--- config.mk ---
export PLATFORM = sky130hd
export DESIGN_NAME = dmem_arbiter_flat
export DESIGN_NICKNAME = d
export VERILOG_FILES = /design/src/rtl/dmem_arbiter_if.sv /design/src/rtl/dmem_arbiter.sv /design/src/flat_wrapper.sv
export SDC_FILE = /design/constraint.sdc
export NUM_CORES = 1
export LEC_CHECK = 0
export BUFFER_PORTS_ARGS = -buffer_cell sky130_fd_sc_hd__buf_4
export CAP_MARGIN = 5
export CORE_AREA = 2 2 122 124
export CTS_CLUSTER_SIZE = 24
export DETAILED_ROUTE_END_ITERATION = 7
export DIE_AREA = 0 0 124 126
export HOLD_SLACK_MARGIN = 0.08
export PLACE_DENSITY = 0.42
export SYNTH_ARGS = -nofsm -noshare
export SYNTH_HDL_FRONTEND = slang
export SYNTH_SLANG_ARGS = --single-unit
--- constraint.sdc ---
create_clock -name clk -period 2.2 [get_ports clk]
set_input_delay 0.33 -clock clk [delete_from_list [all_inputs] [get_ports clk]]
set_output_delay 0.33 -clock clk [all_outputs]
set_load 0.005 [all_outputs]
--- src/rtl/dmem_arbiter_if.sv ---
// dmem_arbiter_if: request/grant/memory bundle between two data-memory requesters, the arbiter and the memory macro.
//   master : requester + memory side (drives requests, lock and mem_rdata)
//   slave  : arbiter side (drives grants, stall, read returns and mem_* strobes)
interface dmem_arbiter_if #(parameter int ADDR_W = 32, parameter int DATA_W = 32);
    logic              core_req, core_we, core_gnt, core_stall, core_rvalid;
    logic [ADDR_W-1:0] core_addr;
    logic [DATA_W-1:0] core_wdata, core_rdata;
    logic              dbg_req, dbg_we, dbg_lock, dbg_gnt, dbg_rvalid;
    logic [ADDR_W-1:0] dbg_addr;
    logic [DATA_W-1:0] dbg_wdata, dbg_rdata;
    logic              mem_en, mem_we;
    logic [ADDR_W-1:0] mem_addr;
    logic [DATA_W-1:0] mem_wdata, mem_rdata;
    modport master (
        output core_req, core_we, core_addr, core_wdata,
        output dbg_req, dbg_we, dbg_addr, dbg_wdata, dbg_lock, mem_rdata,
        input  core_gnt, core_stall, core_rvalid, core_rdata,
        input  dbg_gnt, dbg_rvalid, dbg_rdata, mem_en, mem_we, mem_addr, mem_wdata
    );
    modport slave (
        input  core_req, core_we, core_addr, core_wdata,
        input  dbg_req, dbg_we, dbg_addr, dbg_wdata, dbg_lock, mem_rdata,
        output core_gnt, core_stall, core_rvalid, core_rdata,
        output dbg_gnt, dbg_rvalid, dbg_rdata, mem_en, mem_we, mem_addr, mem_wdata
    );
endinterface

--- src/rtl/dmem_arbiter.sv ---
// dmem_arbiter: round-robin core/debug arbiter for the data memory with debug lock,
// 1-cycle tagged read return and a saturating core stall counter.
//   clk, reset     : clock, synchronous active-high reset
//   bus            : requester/grant/memory bundle (slave side)
//   core_stall_cnt : saturating count of cycles with core_req & ~core_gnt
module dmem_arbiter #(
    parameter int ADDR_W = 32,
    parameter int DATA_W = 32,
    parameter int CNT_W  = 16
) (
    input  logic             clk,
    input  logic             reset,
    dmem_arbiter_if.slave    bus,
    output logic [CNT_W-1:0] core_stall_cnt
);
    logic             rr_last_q, rr_last_d;
    logic [1:0]       rd_owner_q, rd_owner_d;
    logic [CNT_W-1:0] stall_cnt_q, stall_cnt_d;

    // rr_last_q: 0 = core won last, 1 = debug won last; a tie goes to the other one.
    always_comb begin
        bus.core_gnt    = bus.core_req & ~bus.dbg_lock & (~bus.dbg_req | rr_last_q);
        bus.dbg_gnt     = bus.dbg_req & (bus.dbg_lock | ~bus.core_req | ~rr_last_q);
        bus.core_stall  = bus.core_req & ~bus.core_gnt;
        bus.mem_en      = bus.core_gnt | bus.dbg_gnt;
        bus.mem_we      = bus.core_gnt ? bus.core_we : bus.dbg_gnt & bus.dbg_we;
        bus.mem_addr    = bus.core_gnt ? bus.core_addr : bus.dbg_gnt ? bus.dbg_addr : ADDR_W'(0);
        bus.mem_wdata   = bus.core_gnt ? bus.core_wdata : bus.dbg_gnt ? bus.dbg_wdata : DATA_W'(0);
        bus.core_rvalid = rd_owner_q[0];
        bus.dbg_rvalid  = rd_owner_q[1];
        bus.core_rdata  = bus.mem_rdata;
        bus.dbg_rdata   = bus.mem_rdata;
        core_stall_cnt  = stall_cnt_q;
    end

    always_comb begin
        rr_last_d   = bus.core_gnt ? 1'b0 : bus.dbg_gnt ? 1'b1 : rr_last_q;
        rd_owner_d  = {bus.dbg_gnt & ~bus.dbg_we, bus.core_gnt & ~bus.core_we};
        stall_cnt_d = (bus.core_stall && stall_cnt_q != '1) ? stall_cnt_q + CNT_W'(1) : stall_cnt_q;
    end

    always_ff @(posedge clk) begin
        if (reset) begin
            rr_last_q   <= 1'b1;
            rd_owner_q  <= 2'b00;
            stall_cnt_q <= '0;
        end else begin
            rr_last_q   <= rr_last_d;
            rd_owner_q  <= rd_owner_d;
            stall_cnt_q <= stall_cnt_d;
        end
    end
endmodule

--- src/flat_wrapper.sv ---
// flat-port wrapper written by rule: the top's interface ports become plain ports
module dmem_arbiter_flat 
#(
    parameter int ADDR_W = 32,
    parameter int DATA_W = 32,
    parameter int CNT_W  = 16
)
  (clk, reset, core_stall_cnt, bus_core_req, bus_core_we, bus_core_addr, bus_core_wdata, bus_dbg_req, bus_dbg_we, bus_dbg_addr, bus_dbg_wdata, bus_dbg_lock, bus_mem_rdata, bus_core_gnt, bus_core_stall, bus_core_rvalid, bus_core_rdata, bus_dbg_gnt, bus_dbg_rvalid, bus_dbg_rdata, bus_mem_en, bus_mem_we, bus_mem_addr, bus_mem_wdata);
  dmem_arbiter_if #(.ADDR_W(ADDR_W), .DATA_W(DATA_W)) bus_i ();
  input  logic clk;
  input  logic reset;
  output logic [CNT_W-1:0] core_stall_cnt;
  input wire logic [$bits(bus_i.core_req)-1:0] bus_core_req;
  input wire logic [$bits(bus_i.core_we)-1:0] bus_core_we;
  input wire logic [$bits(bus_i.core_addr)-1:0] bus_core_addr;
  input wire logic [$bits(bus_i.core_wdata)-1:0] bus_core_wdata;
  input wire logic [$bits(bus_i.dbg_req)-1:0] bus_dbg_req;
  input wire logic [$bits(bus_i.dbg_we)-1:0] bus_dbg_we;
  input wire logic [$bits(bus_i.dbg_addr)-1:0] bus_dbg_addr;
  input wire logic [$bits(bus_i.dbg_wdata)-1:0] bus_dbg_wdata;
  input wire logic [$bits(bus_i.dbg_lock)-1:0] bus_dbg_lock;
  input wire logic [$bits(bus_i.mem_rdata)-1:0] bus_mem_rdata;
  output wire logic [$bits(bus_i.core_gnt)-1:0] bus_core_gnt;
  output wire logic [$bits(bus_i.core_stall)-1:0] bus_core_stall;
  output wire logic [$bits(bus_i.core_rvalid)-1:0] bus_core_rvalid;
  output wire logic [$bits(bus_i.core_rdata)-1:0] bus_core_rdata;
  output wire logic [$bits(bus_i.dbg_gnt)-1:0] bus_dbg_gnt;
  output wire logic [$bits(bus_i.dbg_rvalid)-1:0] bus_dbg_rvalid;
  output wire logic [$bits(bus_i.dbg_rdata)-1:0] bus_dbg_rdata;
  output wire logic [$bits(bus_i.mem_en)-1:0] bus_mem_en;
  output wire logic [$bits(bus_i.mem_we)-1:0] bus_mem_we;
  output wire logic [$bits(bus_i.mem_addr)-1:0] bus_mem_addr;
  output wire logic [$bits(bus_i.mem_wdata)-1:0] bus_mem_wdata;
  assign bus_i.core_req = bus_core_req;
  assign bus_i.core_we = bus_core_we;
  assign bus_i.core_addr = bus_core_addr;
  assign bus_i.core_wdata = bus_core_wdata;
  assign bus_i.dbg_req = bus_dbg_req;
  assign bus_i.dbg_we = bus_dbg_we;
  assign bus_i.dbg_addr = bus_dbg_addr;
  assign bus_i.dbg_wdata = bus_dbg_wdata;
  assign bus_i.dbg_lock = bus_dbg_lock;
  assign bus_i.mem_rdata = bus_mem_rdata;
  assign bus_core_gnt = bus_i.core_gnt;
  assign bus_core_stall = bus_i.core_stall;
  assign bus_core_rvalid = bus_i.core_rvalid;
  assign bus_core_rdata = bus_i.core_rdata;
  assign bus_dbg_gnt = bus_i.dbg_gnt;
  assign bus_dbg_rvalid = bus_i.dbg_rvalid;
  assign bus_dbg_rdata = bus_i.dbg_rdata;
  assign bus_mem_en = bus_i.mem_en;
  assign bus_mem_we = bus_i.mem_we;
  assign bus_mem_addr = bus_i.mem_addr;
  assign bus_mem_wdata = bus_i.mem_wdata;
  dmem_arbiter #(.ADDR_W(ADDR_W), .DATA_W(DATA_W), .CNT_W(CNT_W)) u_core (.clk(clk), .reset(reset), .bus(bus_i), .core_stall_cnt(core_stall_cnt));
endmodule
==> flow_summary.json, run 1 <==
{
  "skew_ps": 4.711,
  "synth_fp_nets": 423,
  "cellLeakagePower_nw": 1.668,
  "die_x_um": 124,
  "n_antenna_cell": 0,
  "drc": 0,
  "ioPinCount": 318,
  "cap_violations": 0,
  "grt_max_degree": 69,
  "synth_top_area_frac": 0.2692,
  "whs_endpoint": "u_core.rd_owner_q[0]",
  "routed_via_density": 4.380,
  "worstRegToRegCells": 5,
  "yosysSeqAreaShare": 0.1827,
  "tightest_slew_ps": 534.7,
  "synthCells": 255,
  "power_density_nw_per_um2": 367.3,
  "via_count": 2558,
  "first_global_vias": 2575,
  "period_minus_slack_ps": 2016,
  "antenna_found_initial": 0,
  "arrival_ps": 1690,
  "ys_types": 41,
  "area_growth_pct": 70.13,
  "cts_root_buffer": "clkbuf_16",
  "hold_path_class": "primary input to flip-flop",
  "rsz0062_at_grt": "no",
  "cp-end-kind": "output port",
  "ant_nets": 0,
  "htree_levels": 1,
  "cts_made_buffers": 3,
  "max-vdd-ir-drop_mv": 0.3345,
  "cts_max_path_buffers": 2,
  "fp.dieH_um": 126,
  "synth-edff-count": 0,
  "slew_headroom": 0.6419,
  "worstHoldStart": "bus_core_we",
  "cts_tree": "yes",
  "use_met1": 0.1341,
  "clock_latency_ps": 250,
  "hold_violations": 0,
  "min_delay_path_depth": 2,
  "die_area_sq_um": 15620,
  "fin_nets": 569,
  "drt-total-wl_mm": 10.33,
  "ys_top_cells_by_area": "a22o_1 (27%), buf_4 (23%), dfxtp_1 (18%)",
  "cts_resized": 0,
  "post_drt_wl_per_cell_um": 17.69,
  "design.core.area_sq_um": 14310,
  "use_met3": 0.05616,
  "cts_hold_buffers": 0,
  "yosys.area.top_type": "a22o_1",
  "dr.pass1.iters": 4,
  "netlist_area_sq_um": 2082,
  "drt_first_iter_violations": 111,
  "numPortBuffers": 221,
  "final.period_utilization": 0.9164,
  "setup_tns_ps": 0,
  "cts_setup_buffers": 0,
  "finalSetupViolCount": 0,
  "synth_ff_type": "dfxtp_1",
  "busiest_layer": "met2",
  "grt_use_total": 0.1211,
  "r2r-end": "u_core.core_stall_cnt[6]",
  "worstReg2RegStart": "u_core.core_stall_cnt[1]",
  "power_w": 0.001301,
  "synth_commonest_cells": "a22o_1 (64), buf_4 (64), dfxtp_1 (19)",
  "max_clock_freq_mhz": 496.0,
  "crit_fanout": 68,
  "initial_utilization": 0.1455,
  "required_ps": 1870,
  "reg2reg_slack_ps": 330,
  "syn_area_per_cell_sq_um": 8.165,
  "fillers": 1574,
  "final_util": 0.2475,
  "yosysWarnings": 0,
  "drive_above_1_share": 0.5875,
  "overflow": 0,
  "gp_congestion": 0.7789,
  "grt_util_met2": 0.2088,
  "grt_pass1_wl_mm": 14.41,
  "crit_path_start_kind": "flip-flop",
  "slew_violations": 0,
  "path_clk_slew_ps": 60,
  "rows": 44,
  "synth-seq-cells": 19,
  "place_hpwl_mm": 8.456,
  "path_class": "flip-flop to output port",
  "synthArstFlopShare": 0,
  "cts.sinks": 19,
  "outcome": "completed"
}
-- worst max path at each step --
stage / from / to / slack, ps / cells past startpoint
4_1_cts: u_core.rr_last_q / bus_mem_wdata[1] / 200 / 5
3_3_place_gp: bus_dbg_lock / bus_mem_wdata[1] / 280 / 7
3_5_place_dp: bus_dbg_lock / bus_mem_wdata[1] / 270 / 7
6_report: u_core.rr_last_q / bus_mem_wdata[1] / 180 / 5
5_1_grt: u_core.rr_last_q / bus_mem_wdata[1] / 80 / 5
2_1_floorplan: u_core.core_stall_cnt[0] / u_core.core_stall_cnt[14] / 500 / 6
-- critical path, cell delays in order (launching register included) --
cell,delay [ps]
dfxtp_1,340
and2b_1,270
nor2b_4,150
buf_12,260
a22o_1,200
buf_4,140
-- layer usage --
metal | wire length, um | vias to the layer above
met3 | 1416 | 16
met1 | 3776 | 1174
met2 | 4995 | 164
met4 | 142 | 0
met5 | 0 | -
li1 | - | 1204
-- cell usage in the layout, fill, tap and decap left out, drive strengths merged, types with 4 or more instances in the layout --
| cell | Yosys | final |
|---|---|---|
| a21oi | 11 | 11 |
| a22o | 64 | 64 |
| buf | 75 | 224 |
| dfxtp | 19 | 19 |
| nand2 | 9 | 9 |
| nand2b | 4 | 4 |
| nand4 | 4 | 4 |
| nor3 | 4 | 4 |
| o21ai | 6 | 6 |
| o31ai | 7 | 7 |
| or4 | 7 | 7 |
-- metrics by stage --
stage                     setup slack, ps  hold WS (ps)  cells  instance area, sq um
after CTS                           199.7         252.7    584                  3542
final                               184.0         256.0    584                  3542
after global routing                83.87         261.0    584                  3542
after detailed placement            265.4         512.2    580                  3462
after global placement              281.3         504.4    580                  3462
after floorplan                     501.6         406.1    255                  2082
-- where the power goes --
group	switching (W)	internal (W)
registers	0.00000527	0.000349
clock network	0.000137	0.000244
logic	0.000204	0.000362
total	0.000346	0.000955
-- layout make-up --
type / instances / area [sq um] / area share
clock buffers: 3 / 75.07 / 0.02119
inverters: 2 / 7.507 / 0.002119
clock inverters: 1 / 5.005 / 0.001413
well taps: 184 / 230.2 / 0.06499
multi-input cells: 151 / 1137 / 0.3211
repair buffers: 224 / 1707 / 0.4818
flip-flops and latches: 19 / 380.4 / 0.1074
-- registers in the layout (all words and copies together) (netlist names) --
name,count
u_core.rd_owner_q,2
u_core.core_stall_cnt,16
u_core.rr_last_q,1
-- kinds of logic after synthesis --
family | share of synthesized area
buffers and inverters | 0.2752
DFF | 0.1827
adders and majority gates | 0.006009
and+or+nand+nor | 0.1466
AOI/OAI and AO/OA | 0.3792
muxes | 0.01022
Power figures use the tool's default switching activity.
==> run 2, diff against run 1 <==
--- a/config.mk
+++ b/config.mk
@@ -5,6 +5,7 @@
 export SDC_FILE = /design/constraint.sdc
 export NUM_CORES = 1
 export LEC_CHECK = 0
+export ABC_CLOCK_PERIOD_IN_PS = 2200
 export BUFFER_PORTS_ARGS = -buffer_cell sky130_fd_sc_hd__buf_4
 export CAP_MARGIN = 5
 export CORE_AREA = 2 2 122 124
@@ -12,7 +13,6 @@
 export DETAILED_ROUTE_END_ITERATION = 7
 export DIE_AREA = 0 0 124 126
 export HOLD_SLACK_MARGIN = 0.08
-export PLACE_DENSITY = 0.42
 export SYNTH_ARGS = -nofsm -noshare
 export SYNTH_HDL_FRONTEND = slang
 export SYNTH_SLANG_ARGS = --single-unit
==> run 2 against run 1 <==
Net effect: clock power down 1%; largest cell class unchanged; total power grew 0.23%; sequential power barely moved; count of clock-buffer cells in the layout up 1; worst setup slack gained 1.7 ps; sequential share of layout area hardly changed; largest power group unchanged; final cell count up 0.17%; wire length fell by 1.3%; sequential cell count unchanged; register-to-register slack barely moved; critical endpoint is now bus_mem_addr[14]; final area is 0.18% higher; critical path depth did not move.
==> flow_summary.json, run 2 (synthesis gave the netlist of run 1 again) <==
{
  "outcome": "completed",
  "max_stage_delay_ps": 340,
  "hold_path_class": "primary input to flip-flop",
  "netSwitchingFraction": 0.2646,
  "cts_hold_buffers": 0,
  "first_global_vias": 2546,
  "via_count": 2606,
  "crit_fanout": 22,
  "design.core.area_sq_um": 14310,
  "fp.dieH_um": 126,
  "busiest_layer": "met2",
  "reg2reg_slack_ps": 320,
  "cp_common_cell": "buf_4",
  "die_x_um": 124,
  "fillers": 1570,
  "antenna_found_initial": 0,
  "grt_use_total": 0.1171,
  "dr.pass1.iters": 5,
  "slew_headroom": 0.6382,
  "area_growth_pct": 70.43,
  "gp_congestion": 0.8577,
  "critPathSlowestCell": "dfxtp_1",
  "most-common-layout-cells": "buf_4 (223), a22o_1 (64), dfxtp_1 (19)",
  "required_ps": 1870,
  "cts_root_buffer": "clkbuf_16",
  "worst-path-buf-inv": 2,
  "place_hpwl_mm": 8.452,
  "setup_tns_ps": 0,
  "drive_above_1_share": 0.5860,
  "drt-total-wl_mm": 10.19,
  "htree_levels": 1,
  "rsz0062_at_grt": "no",
  "skew_ps": 3.591,
  "final.period_utilization": 0.9156,
  "use_met1": 0.1423,
  "cts_made_buffers": 3,
  "cts_resized": 0,
  "register_area_sq_um": 380.4,
  "p_int_w": 0.0009590,
  "die_area_sq_um": 15620,
  "hold_violations": 0,
  "period_minus_slack_ps": 2014,
  "pwr-share-comb": 0.440,
  "clock_latency_ps": 250,
  "overflow": 0,
  "drc": 0,
  "initial_utilization": 0.1455,
  "cp-end-kind": "output port",
  "cp_cell_sequence": "and2b_1 > nor2b_4 > buf_4 > a22o_1 > buf_4",
  "ioPinCount": 318,
  "power_density_nw_per_um2": 367.5,
  "numPortBuffers": 221,
  "use_met3": 0.03986,
  "grt_util_met2": 0.1975,
  "cts.sinks": 19,
  "power_w": 0.001304,
  "max_clock_freq_mhz": 496.4,
  "tightest_slew_ps": 540.3,
  "routed_via_density": 4.455,
  "largest_reg_flops": 16,
  "n_antenna_cell": 0,
  "cellLeakagePower_nw": 1.670,
  "grt_max_degree": 67,
  "slew_violations": 0,
  "crit_path_start_kind": "flip-flop",
  "multi_input_area_sq_um": 1137,
  "path_clk_slew_ps": 60,
  "p_switching_w": 0.0003451,
  "power_frac_seq": 0.271,
  "cpLargestDelayFamily": "simple AND/OR/NAND/NOR gates",
  "cts_max_path_buffers": 2,
  "cts_setup_buffers": 0,
  "fin_nets": 570,
  "post_drt_wl_per_cell_um": 17.42,
  "cts_tree": "yes",
  "finalSetupViolCount": 0,
  "max-vdd-ir-drop_mv": 0.2727,
  "drt_first_iter_violations": 123,
  "ant_nets": 0,
  "cap_violations": 0,
  "clkPwrFrac": 0.288,
  "arrival_ps": 1680,
  "path_class": "flip-flop to output port",
  "grt_pass1_wl_mm": 14.14,
  "final_common_cell": "buf_4",
  "rows": 44
}
-- run 2: cell count changes in the layout (fill, tap and decap cells not counted), sizes merged --
| cell | change |
|---|---|
| buf | +1 |
| clkbuf | +1 |
| clkinv | -1 |
-- run 2: final timing paths --
kind | depth (start not counted) | from | endpoint
min reg2reg | 2 | u_core.core_stall_cnt[7] | u_core.core_stall_cnt[7]
max reg2reg | 5 | u_core.core_stall_cnt[0] | u_core.core_stall_cnt[14]
max | 5 | u_core.rr_last_q | bus_mem_addr[14]
min | 2 | bus_dbg_we | u_core.rd_owner_q[1]
-- run 2: power groups by stage --
| stage | Combinational, W | Clock, W | Sequential, W |
|---|---|---|---|
| final | 0.000574 | 0.000376 | 0.000354 |
| after global routing | 0.000621 | 0.000396 | 0.000355 |
| after CTS | 0.000583 | 0.000381 | 0.000354 |
| after detailed placement | 0.000579 | 0 | 0.000361 |
| after global placement | 0.000576 | 0 | 0.000362 |
| after floorplan | 0.000267 | 0 | 0.000360 |
-- run 2: stage by stage --
stage	hold WS (ps)	cells	utilization	cell area, sq um	worst slack [ps]
floorplan	406.1	255	-	2082	501.6
global placement	496.3	581	0.2424	3470	216.4
detailed placement	507.7	581	0.2424	3470	202.5
CTS	261.4	585	0.2479	3548	130.9
global route	254.3	585	0.2479	3548	71.41
finish	258.3	585	0.2479	3548	185.7
-- run 2: final cells by class --
class                           count  share of cell area
Clock buffer                        4             0.02221
Timing Repair Buffer              225              0.4831
Multi-Input combinational cell    151              0.3205
Tap cell                          184             0.06488
Sequential cell                    19              0.1072
Inverter                            2            0.002116
-- run 2: metal layers --
metal	vias up	wire, um	share of wire
li1	1208	-	-
met1	1197	3819	0.37
met2	171	4880	0.48
met3	30	1294	0.13
met4	0	199	0.020
met5	-	0	0
==> run 3, diff against run 2 <==
--- a/config.mk
+++ b/config.mk
@@ -6,13 +6,14 @@
 export NUM_CORES = 1
 export LEC_CHECK = 0
 export ABC_CLOCK_PERIOD_IN_PS = 2200
-export BUFFER_PORTS_ARGS = -buffer_cell sky130_fd_sc_hd__buf_4
+export BUFFER_PORTS_ARGS = -buffer_cell sky130_fd_sc_hd__buf_2
 export CAP_MARGIN = 5
 export CORE_AREA = 2 2 122 124
 export CTS_CLUSTER_SIZE = 24
 export DETAILED_ROUTE_END_ITERATION = 7
 export DIE_AREA = 0 0 124 126
 export HOLD_SLACK_MARGIN = 0.08
+export MAX_ROUTING_LAYER = met4
 export SYNTH_ARGS = -nofsm -noshare
 export SYNTH_HDL_FRONTEND = slang
 export SYNTH_SLANG_ARGS = --single-unit
==> run 3 against run 2 <==
Net effect: critical path depth is the same; largest cell class unchanged; final area fell by 15%; utilization is 3.7 points lower; first-iteration DRC count fell by 8.9%; fmax grew 1.2%; non-clock buffer count increased by 2; final cell count grew 0.85%; via count fell by 2.2%; critical path type unchanged; sequential power is essentially flat; worst setup slack better by 24 ps; highest routed layer unchanged; combinational power down 22%; hold slack improved by 1.6 ps.
==> flow_summary.json, run 3 (synthesis gave the netlist of run 1 again) <==
{
  "tightest_slew_ps": 433.2,
  "numPortBuffers": 221,
  "rows": 44,
  "fin_cells": 590,
  "cts_made_buffers": 3,
  "area_growth_pct": 44.95,
  "fillers": 1622,
  "cts_max_path_buffers": 2,
  "use_met3": 0.05842,
  "gp_congestion": 0.7549,
  "setup_tns_ps": 0,
  "grt_util_met2": 0.1803,
  "cp-end-kind": "output port",
  "ioPinCount": 318,
  "ant_nets": 0,
  "overflow": 0,
  "place_hpwl_mm": 8.141,
  "netSwitchingFraction": 0.2861,
  "rsz0062_at_grt": "no",
  "via_count": 2549,
  "final_util": 0.2108,
  "max-vdd-ir-drop_mv": 0.2457,
  "slew_violations": 0,
  "outcome": "completed",
  "power_density_nw_per_um2": 390.4,
  "p_int_w": 0.0008410,
  "clock_latency_ps": 250,
  "path_clk_slew_ps": 50,
  "fp.dieH_um": 126,
  "max_clock_freq_mhz": 502.5,
  "drt-total-wl_mm": 9.774,
  "first_global_vias": 2332,
  "htree_levels": 1,
  "die_area_sq_um": 15620,
  "setup_slack_ps": 210.1,
  "final_common_cell": "buf_2",
  "drive_above_1_share": 0.5881,
  "required_ps": 1870,
  "die_x_um": 124,
  "most-common-layout-cells": "buf_2 (221), a22o_1 (64), dfxtp_1 (19)",
  "skew_ps": 2.853,
  "pwr-share-comb": 0.380,
  "cts_resized": 0,
  "crit_path_start_kind": "flip-flop",
  "period_minus_slack_ps": 1990,
  "dp_slack_ps": 228.6,
  "drc": 0,
  "hold_path_class": "primary input to flip-flop",
  "cts_setup_buffers": 0,
  "design.core.area_sq_um": 14310,
  "cts_tree": "yes",
  "crit_fanout": 46,
  "p_switching_w": 0.0003371,
  "initial_utilization": 0.1455,
  "drt_first_iter_violations": 112,
  "arrival_ps": 1660,
  "grt_use_total": 0.1154,
  "final.period_utilization": 0.9045,
  "grt_pass1_wl_mm": 13.24,
  "place_inst": 583,
  "cts_root_buffer": "clkbuf_16",
  "cts.sinks": 19,
  "path_class": "flip-flop to output port",
  "power_frac_seq": 0.300,
  "clkPwrFrac": 0.320,
  "slew_headroom": 0.7104,
  "cts_hold_buffers": 0,
  "antenna_found_initial": 3,
  "routed_via_density": 4.320,
  "finalSetupViolCount": 0,
  "cap_violations": 0,
  "dr.pass1.iters": 4,
  "fin_nets": 572,
  "post_drt_wl_per_cell_um": 16.57,
  "use_met1": 0.1258,
  "hold_violations": 0,
  "grt_max_degree": 47,
  "busiest_layer": "met2",
  "cellLeakagePower_nw": 1.533,
  "largest_reg_flops": 16
}
[run 3: changes by cell type in the layout (fill, tap and decap cells not counted), sizes merged]
cell and delta:
diode +3, buf +2
[run 3: critical path: stages (launching register included)]
cell     delay (ps)
dfxtp_1         330
and2b_1         270
nor2b_4         170
buf_12          220
a22o_1          220
buf_2           160
[run 3: power groups by stage]
stage / Clock, W / Sequential (W) / Combinational, W
final: 0.000376 / 0.000354 / 0.000448
after global routing: 0.000398 / 0.000354 / 0.000500
after CTS: 0.000385 / 0.000354 / 0.000455
after detailed placement: 0 / 0.000361 / 0.000452
after global placement: 0 / 0.000361 / 0.000452
after floorplan: 0 / 0.000360 / 0.000267
[run 3: worst paths after layout]
check	slack, ps	to	cells after the start	start
hold reg to reg	520	u_core.rr_last_q	2	u_core.rr_last_q
setup reg to reg	360	u_core.core_stall_cnt[6]	5	u_core.core_stall_cnt[0]
setup / recovery	210	bus_mem_wdata[0]	5	u_core.rr_last_q
hold / removal	260	u_core.rd_owner_q[0]	2	bus_core_we
[run 3: routing by layer]
metal  up-vias  share of wire
met1      1127           0.37
met2       169           0.45
met5         -              0
met3        36           0.14
li1       1217              -
met4         0          0.035
[run 3: layout make-up]
| class | count | area (sq um) | share of cell area |
|---|---|---|---|
| timing repair buffer | 227 | 1176 | 0.3897 |
| multi-input combinational | 151 | 1137 | 0.3769 |
| sequential | 19 | 380.4 | 0.1260 |
| tap | 184 | 230.2 | 0.07629 |
| clock buffer | 4 | 78.83 | 0.02612 |
| inverter | 2 | 7.507 | 0.002488 |
| antenna | 3 | 7.507 | 0.002488 |
[run 3: stage by stage]
step	area (sq um)	power [W]	hold slack (ps)
after floorplan	2082	0.0006275	406.1
after global placement	2932	0.0008138	507.8
after detailed placement	2932	0.0008130	502.7
after CTS	3010	0.001194	260.2
after global routing	3018	0.001252	259.2
final	3018	0.001178	259.9
